==> config.mk <==
export PLATFORM = sky130hd
export DESIGN_NAME = ack_return_sync
export DESIGN_NICKNAME = d
export VERILOG_FILES = /design/src/rtl/ack_return_sync_pkg.sv /design/src/rtl/ack_return_sync_sync_ff.sv /design/src/rtl/ack_return_sync.sv
export SDC_FILE = /design/constraint.sdc
export NUM_CORES = 1
export LEC_CHECK = 0
export CORE_MARGIN = 2
export CORE_UTILIZATION = 48
export CTS_BUF_LIST = sky130_fd_sc_hd__clkbuf_4 sky130_fd_sc_hd__clkbuf_8 sky130_fd_sc_hd__clkbuf_16
export DETAILED_ROUTE_END_ITERATION = 7
export GPL_ROUTABILITY_DRIVEN = 0
export HOLD_SLACK_MARGIN = 0.06
export MAX_ROUTING_LAYER = met4
export PLACE_DENSITY = 0.88
export SLEW_MARGIN = 20
export SYNTH_ARGS = -nofsm -noshare
export SYNTH_HDL_FRONTEND = slang
export SYNTH_SLANG_ARGS = --single-unit
export TNS_END_PERCENT = 20
==> constraint.sdc <==
create_clock -name clk -period 1.6 [get_ports clk]
set_clock_uncertainty 0.1 [all_clocks]
set_input_delay 0.32 -clock clk [delete_from_list [all_inputs] [get_ports clk]]
set_output_delay 0.32 -clock clk [all_outputs]
set_load 0.02 [all_outputs]
==> src/rtl/ack_return_sync_pkg.sv <==
// Shared definitions for the ack/req return path: FSM state encoding and synchroniser depth limits.
package ack_return_sync_pkg;

  typedef enum logic [1:0] {
    IDLE     = 2'd0,
    WAIT_ACK = 2'd1,
    ACKED    = 2'd2,
    WAIT_REL = 2'd3
  } hs_state_t;

  localparam int SYNC_STAGES_MIN = 2;
  localparam int SYNC_STAGES_MAX = 4;

  function automatic bit sync_stages_legal(input int n);
    return (n >= SYNC_STAGES_MIN) && (n <= SYNC_STAGES_MAX);
  endfunction

endpackage

==> src/rtl/ack_return_sync_sync_ff.sv <==
// sync_ff_chain: STAGES-deep single-bit synchroniser, async active-high reset to 0.
module sync_ff_chain #(
  parameter int STAGES = 2
) (
  input  logic clk,
  input  logic rst,
  input  logic d,
  output logic q
);

  logic [STAGES-1:0] ff;

  always_ff @(posedge clk or posedge rst) begin
    if (rst) ff <= '0;
    else     ff <= {ff[STAGES-2:0], d};
  end

  assign q = ff[STAGES-1];

endmodule

==> src/rtl/ack_return_sync.sv <==
// Master-side receiver for the arbiter ack: synchronises ack_src, closes the 4-phase handshake.
// Optional ACK_TIMEOUT_EN adds a WAIT_ACK watchdog driving timeout_err.
module ack_return_sync
  import ack_return_sync_pkg::*;
#(
  parameter int SYNC_STAGES    = 2,
  parameter int TIMEOUT_CYCLES = 1024,
  parameter int CNT_W          = 16
) (
  input  logic             clk,
  input  logic             rst,
  input  logic             req_in,
  input  logic             ack_src,
  input  logic             err_clr,
  output logic             ack_out,
  output logic             proto_err,
  output logic             timeout_err,
  output logic [CNT_W-1:0] txn_count
);

  if (!sync_stages_legal(SYNC_STAGES) || TIMEOUT_CYCLES < 1) begin : g_bad_param
    $error("ack_return_sync: illegal SYNC_STAGES or TIMEOUT_CYCLES");
  end

  hs_state_t state, state_n;
  logic      ack_sync;
  logic      proto_set, txn_inc, primed;
  logic [SYNC_STAGES-1:0] vld_pipe;

  sync_ff_chain #(.STAGES(SYNC_STAGES)) u_ack_sync (
    .clk (clk),
    .rst (rst),
    .d   (ack_src),
    .q   (ack_sync)
  );

  // ack_sync reads 0 until the chain has refilled after reset; holding WAIT_REL until
  // then keeps a stale high ack from being mistaken for a release.
  always_ff @(posedge clk or posedge rst) begin
    if (rst) vld_pipe <= '0;
    else     vld_pipe <= {vld_pipe[SYNC_STAGES-2:0], 1'b1};
  end
  assign primed = vld_pipe[SYNC_STAGES-1];

  always_ff @(posedge clk or posedge rst) begin
    if (rst) state <= WAIT_REL;
    else     state <= state_n;
  end

  always_comb begin
    state_n   = state;
    proto_set = 1'b0;
    txn_inc   = 1'b0;
    unique case (state)
      IDLE: begin
        if (req_in) state_n = WAIT_ACK;
        else if (ack_sync) begin
          proto_set = 1'b1;
          state_n   = WAIT_REL;
        end
      end
      WAIT_ACK: begin
        if (ack_sync)     state_n = ACKED;
        else if (!req_in) state_n = WAIT_REL;
      end
      ACKED: begin
        if (!req_in) begin
          txn_inc = 1'b1;
          state_n = ack_sync ? WAIT_REL : IDLE;
        end
      end
      WAIT_REL: begin
        if (!ack_sync && primed) state_n = IDLE;
      end
      default: state_n = WAIT_REL;
    endcase
  end

  always_ff @(posedge clk or posedge rst) begin
    if (rst) begin
      ack_out   <= 1'b0;
      proto_err <= 1'b0;
      txn_count <= '0;
    end else begin
      ack_out <= (state_n == ACKED);
      if (err_clr)        proto_err <= 1'b0;
      else if (proto_set) proto_err <= 1'b1;
      if (txn_inc) txn_count <= txn_count + CNT_W'(1);
    end
  end

`ifdef ACK_TIMEOUT_EN
  localparam int TW = (TIMEOUT_CYCLES > 1) ? $clog2(TIMEOUT_CYCLES) : 1;
  localparam logic [TW-1:0] T_LAST = TW'(TIMEOUT_CYCLES - 1);

  logic [TW-1:0] timer;
  logic          to_set;

  assign to_set = (state == WAIT_ACK) && (timer == T_LAST);

  // Timer saturates at T_LAST; the FSM keeps waiting, only the flag reports it.
  always_ff @(posedge clk or posedge rst) begin
    if (rst) begin
      timer       <= '0;
      timeout_err <= 1'b0;
    end else begin
      if (state == WAIT_ACK && state_n == WAIT_ACK)
        timer <= to_set ? timer : timer + 1'b1;
      else
        timer <= '0;
      if (err_clr)     timeout_err <= 1'b0;
      else if (to_set) timeout_err <= 1'b1;
    end
  end
`else
  assign timeout_err = 1'b0;
`endif

endmodule

Word level (Yosys, flattened, before mapping):

Cells that the tools add are included.

* flip-flop bits (word level): 24
* input port bits: 5
* output and inout bits: 19
* logic and storage cells: 30

* add/subtract/negate cells: 1
* eq/ne operators: 4
* multiplexer cells: 15
* reduce and logical (&&, ||, !) cells: 4

Operators by type and width (number)
* $add 16x1->16 const B: 1
* $mux 2: 7
* $pmux 2 s4: 1
* $mux 1: 7
* $eq 2x2->1 const B: 3
* $eq 2x1->1 const B: 1
* $logic_not 2->1: 1
* $reduce_bool 2->1: 1
* $logic_and 1x1->1: 1
* $logic_not 1->1: 1

Longest topological paths before layout:

Gate-level depths: netlist (run 1).

* depth in word-level cells: 5
* gate-level depth with buffers: 5
* mapped depth without buffers: 5

Hierarchy:

From an unflattened synthesis (run 1), not the netlist that was laid out.

* cells, all modules: 96
* area total of the unflattened synthesis: 1084.8 um^2

Modules (own cells, without submodules)
* ack_return_sync: instances 1, cells each 93, area an instance 1031.0 um^2
* sync_ff_chain: instances 1, cells each 3, area an instance 53.8 um^2

Worst setup path before layout (run 1):

OpenSTA, ideal clock, no wires.

* path kind: flip-flop to flip-flop
* start: register txn_count[0]
* end: register txn_count[10]
* setup time: 80 ps
* arrival time: 1312 ps
* required time: 1420 ps
* path slack: 109 ps
* stages on the path, launching flop included: 6
* cell sequence: dfrtp_1 -> ha_1 -> and3_1 -> nand4_4 -> nor2_2 -> xor2_1

* cells in the longest elaborated chain, start to end: 1

Ends and longest elaborated chain
* start, declared: RTL line ack_return_sync.sv:18 `output logic [CNT_W-1:0] txn_count`
* start signal, assigned: RTL line ack_return_sync.sv:88 `if (txn_inc) txn_count <= txn_count + CNT_W'(1);`
* $add 16x1->16: RTL line ack_return_sync.sv:88

Every way passes these cells.
A chain may end at the register's enable or synchronous reset.

Final worst setup path (run 1):

* start: register state[1]
* end: register txn_count[6]

* cells in the longest elaborated chain, start to end: 2

Ends and longest elaborated chain
* start, declared: RTL line ack_return_sync.sv:25 `hs_state_t state, state_n;`
* start signal, assigned: RTL line ack_return_sync.sv:47 `else state <= state_n;`
* $eq 2x2->1: RTL line ack_return_sync.sv:54 `unique case (state)`
* $mux 1: RTL line ack_return_sync.sv:54

Every way passes these cells.

==> out/qor.yml, run 1 <==
synth.lib_cells_used.distinct: 30
first_pass_iters: 4
design.core.area_mm2: 0.00215
grt_first_pass_wirelength_um: 3440
cts-htree-levels: 1
seq_area_frac_synth: 0.566
worstSetupPathType: "reg2reg"
cts_root_buf: "sky130_fd_sc_hd__clkbuf_4"
yosysMostFrequentCell: "sky130_fd_sc_hd__dfrtp_1"
globalRouteTotalUtil: 0.185
rsz0062_at_grt: "yes"
timing.critical_path.cells: "nor3b_4, buf_6, buf_4, nand4_1, xnor2_1"
mappedNetlistNets: 96
path_clk_slew_ns: 0.13
floorplan.die.width_um: 51.1
synth.top_cells.by_area: "sky130_fd_sc_hd__dfrtp_1 52%, sky130_fd_sc_hd__xnor2_1 9.0%, sky130_fd_sc_hd__dfstp_2 4.9%"
cp-start-kind: "flip-flop"
worst_setup_path_end_kind: "flip-flop"
floorplan.die_area_mm2: 0.00261
crit_arrival_ns: 1.68
worstPathMaxFanout: 8
share_of_layout_cells_above_drive_strength_1: 0.246
drt-total-wl_um: 1930
vdd.ir_drop.worst_mv: 0.953
buffers_and_inverters_on_the_worst_path: 2
final_min_period_ns: 1.57
max_cap_check_violation_count: 0
worst_hold_slack_ns: 0.237
fill_cells: 179
top_level_ports: 24
place_area_mm2: 0.00136
detailed_place_hpwl_um: 1400
synth.largest_area_cell: "sky130_fd_sc_hd__dfrtp_1"
post-synth-top-area-fraction: 0.516
synth-async-reset-ratio: 1.00
detail_route.vias_per_cell: 4.99
numPortBuffers: 22
start_util: 0.496
postSynthCellCount: 90
clockBufferDepth: 2
insertedDiodeCount: 0
clock_tree_from_tritoncts: "done"
finalMaxSlewViolations: 0
cts_buffers: 3
run_status: "completed"
core.rowCount: 17
numClockSinks: 24
ant_nets: 0
synth-edff-count: 0
synth_top_flop_cell: "sky130_fd_sc_hd__dfrtp_1"
die_h_um: 51.1
leakage_nw: 0.723
cts_hold_buf: 0
gr-total-overflow: 0
clkLatencyLatePin_ns: 0.31
worstPathRequired_ns: 1.71
grt_pass1_vias: 792
num-nets-final: 133
syn_area_per_cell_um2: 11.8
timing.final.crit_share: 0.982
ys_top_cells_by_count: "22 x sky130_fd_sc_hd__dfrtp_1, 11 x sky130_fd_sc_hd__xnor2_1, 8 x sky130_fd_sc_hd__nand2_1"
postSynthRegisterBits: 24
critical_path.slowest_cell: "sky130_fd_sc_hd__dfstp_2"
finalSetupViolCount: 0
drtIter0Drc: 11
synthesis_warning_total: 0
drc: 0
finish.instance_area_mm2: 0.00143
pin_count_of_the_biggest_net_entering_global_routing: 25
critPathTopFamily: "flip-flops"
final-hold-violation-count: 0
area_growth_syn_to_layout_pct: 34.4
cellPowerDensity_mw_per_mm2: 1160
syn_area_mm2: 0.00107
wire_per_inst_um: 12.5
total_power_mw: 1.66
hold_path.class: "in2async"
grt_antenna_before_repair: 0
num_vias: 769
cp_slowest_stage_delay_ns: 0.58
fmax_mhz: 637
end_of_flow_core_utilization: 0.667
==> where the power goes <==
group          total (mW)  switching [mW]  internal, mW
clock network       0.431           0.178         0.253
registers           0.809           0.107         0.702
logic               0.425           0.219         0.206
==> kinds of logic (layout without fill, tap and decap cells) <==
kind of cell | count (synthesis) | count (layout) | synth area share
AND/OR/NAND/NOR | 36 | 36 | 0.224
flip-flops | 24 | 24 | 0.566
XOR/XNOR | 15 | 15 | 0.123
buffers and inverters | 7 | 43 | 0.0352
AO/OA/AOI/OAI | 4 | 4 | 0.0223
other | 2 | 2 | 0.00704
adder cells (fa/ha/maj) | 1 | 1 | 0.0117
multiplexers | 1 | 1 | 0.0106
==> tightest hold or removal path: cells and delay by family <==
kind / cells / cell delay [ns]
buffers and inverters: 3 / 0.73
==> placed cells by master, fill, tap and decap left out, drive strengths merged <==
cell type       n
dfrtp          22
dlygate4sd2    16
buf            12
xnor2          11
nand2           8
nor2            8
nand3           5
inv             5
xor2            4
clkdlybuf4s50   4
clkbuf          4
nand4           4
nor3            2
a21oi           2
conb            2
dfstp           2
and3            2
and4            2
nor3b           1
or3             1
o21ai           1
a2bb2oi         1
and2b           1
nand3b          1
or2             1
mux2            1
ha              1
bufinv          1
clkdlybuf4s15   1
==> metal layers <==
metal,track usage,share of wire
met5,-,0
met4,0.0766,0
met3,0.0409,0.058
met2,0.312,0.53
met1,0.213,0.41
==> worst paths after layout <==
kind / start / end / slack, ns / cells past startpoint
setup reg to reg: state[1] / txn_count[6] / 0.03 / 5
hold / removal: rst / txn_count[15] / 0.24 / 3
hold reg to reg: u_ack_sync.ff[0] / u_ack_sync.ff[1] / 0.26 / 0
setup / recovery: state[1] / txn_count[6] / 0.03 / 5
min in group clk: u_ack_sync.ff[0] / u_ack_sync.ff[1] / 0.26 / 0
max in group asynchronous: rst / state[1] / 0.89 / 3
==> through the flow <==
step | std cells | setup TNS [ns] | setup WS [ns]
3_3_place_gp | 145 | -1.80 | -0.179
4_1_cts | 149 | -0.00697 | -0.00697
2_1_floorplan | 90 | 0 | 0.109
5_1_grt | 154 | -0.263 | -0.0760
6_report | 154 | 0 | 0.0292
3_5_place_dp | 145 | -2.19 | -0.220
==> registers in the layout, summed over array words and instances (netlist names) <==
name,flops
vld_pipe,2
ack_out,1
state,2
u_ack_sync.ff,2
txn_count,16
proto_err,1
==> final cells by class <==
type	instances	area (um2)	share of cell area
well taps	28	35.0	0.0245
multi-input cells	59	434	0.303
inverters	5	18.8	0.0131
clock inverters	1	30.0	0.0210
flip-flops and latches	24	603	0.421
clock buffers	3	22.5	0.0157
repair buffers	34	289	0.202
==> repair_timing <==
| item | CTS | global route |
|---|---|---|
| pin swaps | 0 | 1 |
| gates resized for setup | 18 | 5 |
| setup buffers | 0 | 5 |
| hold endpoints to repair | 0 | 0 |
| endpoints found under the setup margin | 19 | 13 |
(Power assumes the default switching activity.)
==> inputs of run 2 (changes only) <==
--- a/config.mk
+++ b/config.mk
@@ -5,7 +5,6 @@
 export SDC_FILE = /design/constraint.sdc
 export NUM_CORES = 1
 export LEC_CHECK = 0
-export CORE_MARGIN = 2
 export CORE_UTILIZATION = 48
 export CTS_BUF_LIST = sky130_fd_sc_hd__clkbuf_4 sky130_fd_sc_hd__clkbuf_8 sky130_fd_sc_hd__clkbuf_16
 export DETAILED_ROUTE_END_ITERATION = 7
==> run 2 against run 1 <==
The run now ends with negative setup slack left. Sequential power about the same. Non-clock buffer count decreased by 4. Flip-flop and latch count unchanged. Register-to-register slack got worse by 0.04 ns. Critical path type unchanged.
==> out/qor.yml, run 2 (synthesized netlist as in run 1, its figures left out) <==
met2_length_um: 925  # was 1020 um
detailroute.wirelength.met3_um: 87  # was 112 um
worst_setup_path_end_kind: "flip-flop"  # unchanged
detail_route.vias_per_cell: 5.03  # was 4.99
num-nets-final: 129  # was 133
run_status: "finished, violations left"  # was completed
worstSetupPathType: "reg2reg"  # unchanged
finalMaxSlewViolations: 0  # unchanged
cts_buffers: 3  # unchanged
num_vias: 749  # was 769
final_common_cell: "sky130_fd_sc_hd__dfrtp_1"  # unchanged
share_of_layout_cells_above_drive_strength_1: 0.230  # was 0.246
critPathTopFamily: "flip-flops"  # unchanged
cts_hold_buf: 0  # unchanged
ant_nets: 0  # unchanged
worst_hold_slack_ns: 0.225  # was 0.237 ns
cellPowerDensity_mw_per_mm2: 1090  # was 1160 mW/mm2
total_power_mw: 1.52  # was 1.66 mW
worstSetupStartpoint: "state[1]"  # unchanged
numPortBuffers: 22  # unchanged
drt-total-wl_um: 1800  # was 1930 um
critical_path.reg2reg.startpoint: "state[1]"  # unchanged
die_h_um: 49.1  # was 51.1 um
clock_tree_from_tritoncts: "done"  # unchanged
first_pass_iters: 2  # was 4
finish.instance_area_mm2: 0.00140  # was 0.00143 mm2
grt_pass1_vias: 694  # was 792
start_util: 0.527  # was 0.496
path_clk_slew_ns: 0.12  # was 0.13 ns
timing.final.crit_share: 1.01  # was 0.982
m1WireLength_um: 763  # was 789 um
detailed_place_hpwl_um: 1250  # was 1400 um
final-hold-violation-count: 0  # unchanged
post-place-ws_ns: -0.227  # was -0.220 ns
gr-total-overflow: 0  # unchanged
insertedDiodeCount: 0  # unchanged
buffers_and_inverters_on_the_worst_path: 1  # was 2
cp-start-kind: "flip-flop"  # unchanged
biggest_register: "txn_count"  # unchanged
vdd.ir_drop.worst_mv: 0.965  # was 0.953 mV
cp.depth: 5  # unchanged
leakage_nw: 0.700  # was 0.723 nW
worstRegToRegCells: 5  # unchanged
most-common-layout-cells: "21 x sky130_fd_sc_hd__dfrtp_1, 18 x sky130_fd_sc_hd__dlygate4sd2_1, 11 x sky130_fd_sc_hd__xnor2_1"  # was 22 x sky130_fd_sc_hd__dfrtp_1, 16 x sky130_fd_sc_hd__dlygate4sd2_1, 11 x sky130_fd_sc_hd__xnor2_1, 11 x sky130_fd_sc_hd__buf_4, 8 x sky130_fd_sc_hd__nand2_1
numClockSinks: 24  # unchanged
crit_arrival_ns: 1.75  # was 1.68 ns
crit-reg2reg-capture: "txn_count[10]"  # was txn_count[6]
critical_path.slowest_cell: "sky130_fd_sc_hd__dfstp_2"  # unchanged
top_layer_reached_by_signal_wires: "met4"  # was met3
largest_register_ffs: 16  # unchanged
hold_path.class: "in2async"  # unchanged
grt_first_pass_wirelength_um: 3000  # was 3440 um
top_level_ports: 24  # unchanged
finalSetupViolCount: 1  # was 0
globalRouteTotalUtil: 0.168  # was 0.185
clockBufferDepth: 2  # unchanged
fmax_mhz: 620  # was 637 MHz
violations: "negative setup slack"
grt_antenna_before_repair: 0  # unchanged
cts_root_buf: "sky130_fd_sc_hd__clkbuf_4"  # unchanged
design.core.area_mm2: 0.00202  # was 0.00215 mm2
fill_cells: 160  # was 179
area_growth_syn_to_layout_pct: 30.9  # was 34.4%
endpoint: "txn_count[10]"  # was txn_count[6]
cts-htree-levels: 1  # unchanged
cp_slowest_stage_delay_ns: 0.56  # was 0.58 ns
drtIter0Drc: 5  # was 11
r2r_slack_ns: -0.01  # was 0.03 ns
drc: 0  # unchanged
core.rowCount: 16  # was 17
timing.critical_path.cells: "nor3b_4, buf_6, nand4_4, nor2_2, xor2_1"  # was nor3b_4, buf_6, buf_4, nand4_1, xnor2_1
place_area_mm2: 0.00133  # was 0.00136 mm2
max_cap_check_violation_count: 0  # unchanged
floorplan.die.width_um: 49.1  # was 51.1 um
setup_ws_ns: -0.0120  # was 0.0292 ns
worstPathRequired_ns: 1.74  # was 1.71 ns
clkLatencyLatePin_ns: 0.31  # about the same
floorplan.die_area_mm2: 0.00241  # was 0.00261 mm2
final_min_period_ns: 1.61  # was 1.57 ns
wire_per_inst_um: 12.1  # was 12.5 um
worstPathMaxFanout: 5  # was 8
pin_count_of_the_biggest_net_entering_global_routing: 25  # unchanged
## run 2: cell types whose count changed in the layout (fill, tap and decap cells not counted), sizes merged
cell           previous run  this run
buf                      12         8
bufinv                    1         0
clkdlybuf4s15             1         0
dlygate4sd2              16        18
## run 2: repair_timing
item	4_1_cts	5_1_grt
pin swaps	0	2
resized for setup	18	5
buffers inserted	0	3
endpoints found under the setup margin	18	8
gates cloned	0	1
## run 2: layout make-up
type	count	area [um2]	share of cell area
Timing Repair Buffer	30	259	0.186
Sequential cell	24	604	0.433
Multi-Input combinational cell	59	443	0.317
Clock buffer	4	36.3	0.0260
Tap cell	27	33.8	0.0242
Inverter	5	18.8	0.0135
## run 2: worst min path at each step
stage	to	cells past startpoint
5_1_grt	txn_count[15]	3
3_5_place_dp	u_ack_sync.ff[1]	0
4_1_cts	txn_count[15]	3
3_3_place_gp	vld_pipe[1]	0
2_1_floorplan	ack_out	1
6_report	txn_count[15]	3
## run 2: worst reg2reg max path, stage by stage, from the launching register on
cell and delay [ns]:
sky130_fd_sc_hd__dfstp_2 0.56, sky130_fd_sc_hd__nor3b_4 0.30, sky130_fd_sc_hd__buf_6 0.18, sky130_fd_sc_hd__nand4_4 0.11, sky130_fd_sc_hd__nor2_2 0.13, sky130_fd_sc_hd__xor2_1 0.18
## run 2: per-stage QoR
step            util  cells  setup TNS, ns
6_report       0.690    149        -0.0120
5_1_grt        0.690    149         -0.231
4_1_cts        0.665    145              0
3_5_place_dp   0.658    141          -2.45
3_3_place_gp   0.658    141          -2.10
2_1_floorplan      -     90              0
## run 2: power breakdown
part,switching (mW),internal [mW]
clock network,0.165,0.139
registers,0.103,0.704
logic,0.218,0.189
## run 2: metal layers
layer  vias to the layer above  global-route usage
li1                        358                   -
met1                       369               0.198
met2                        17               0.281
met3                         5              0.0467
met4                         0              0.0441
met5                         -                   -
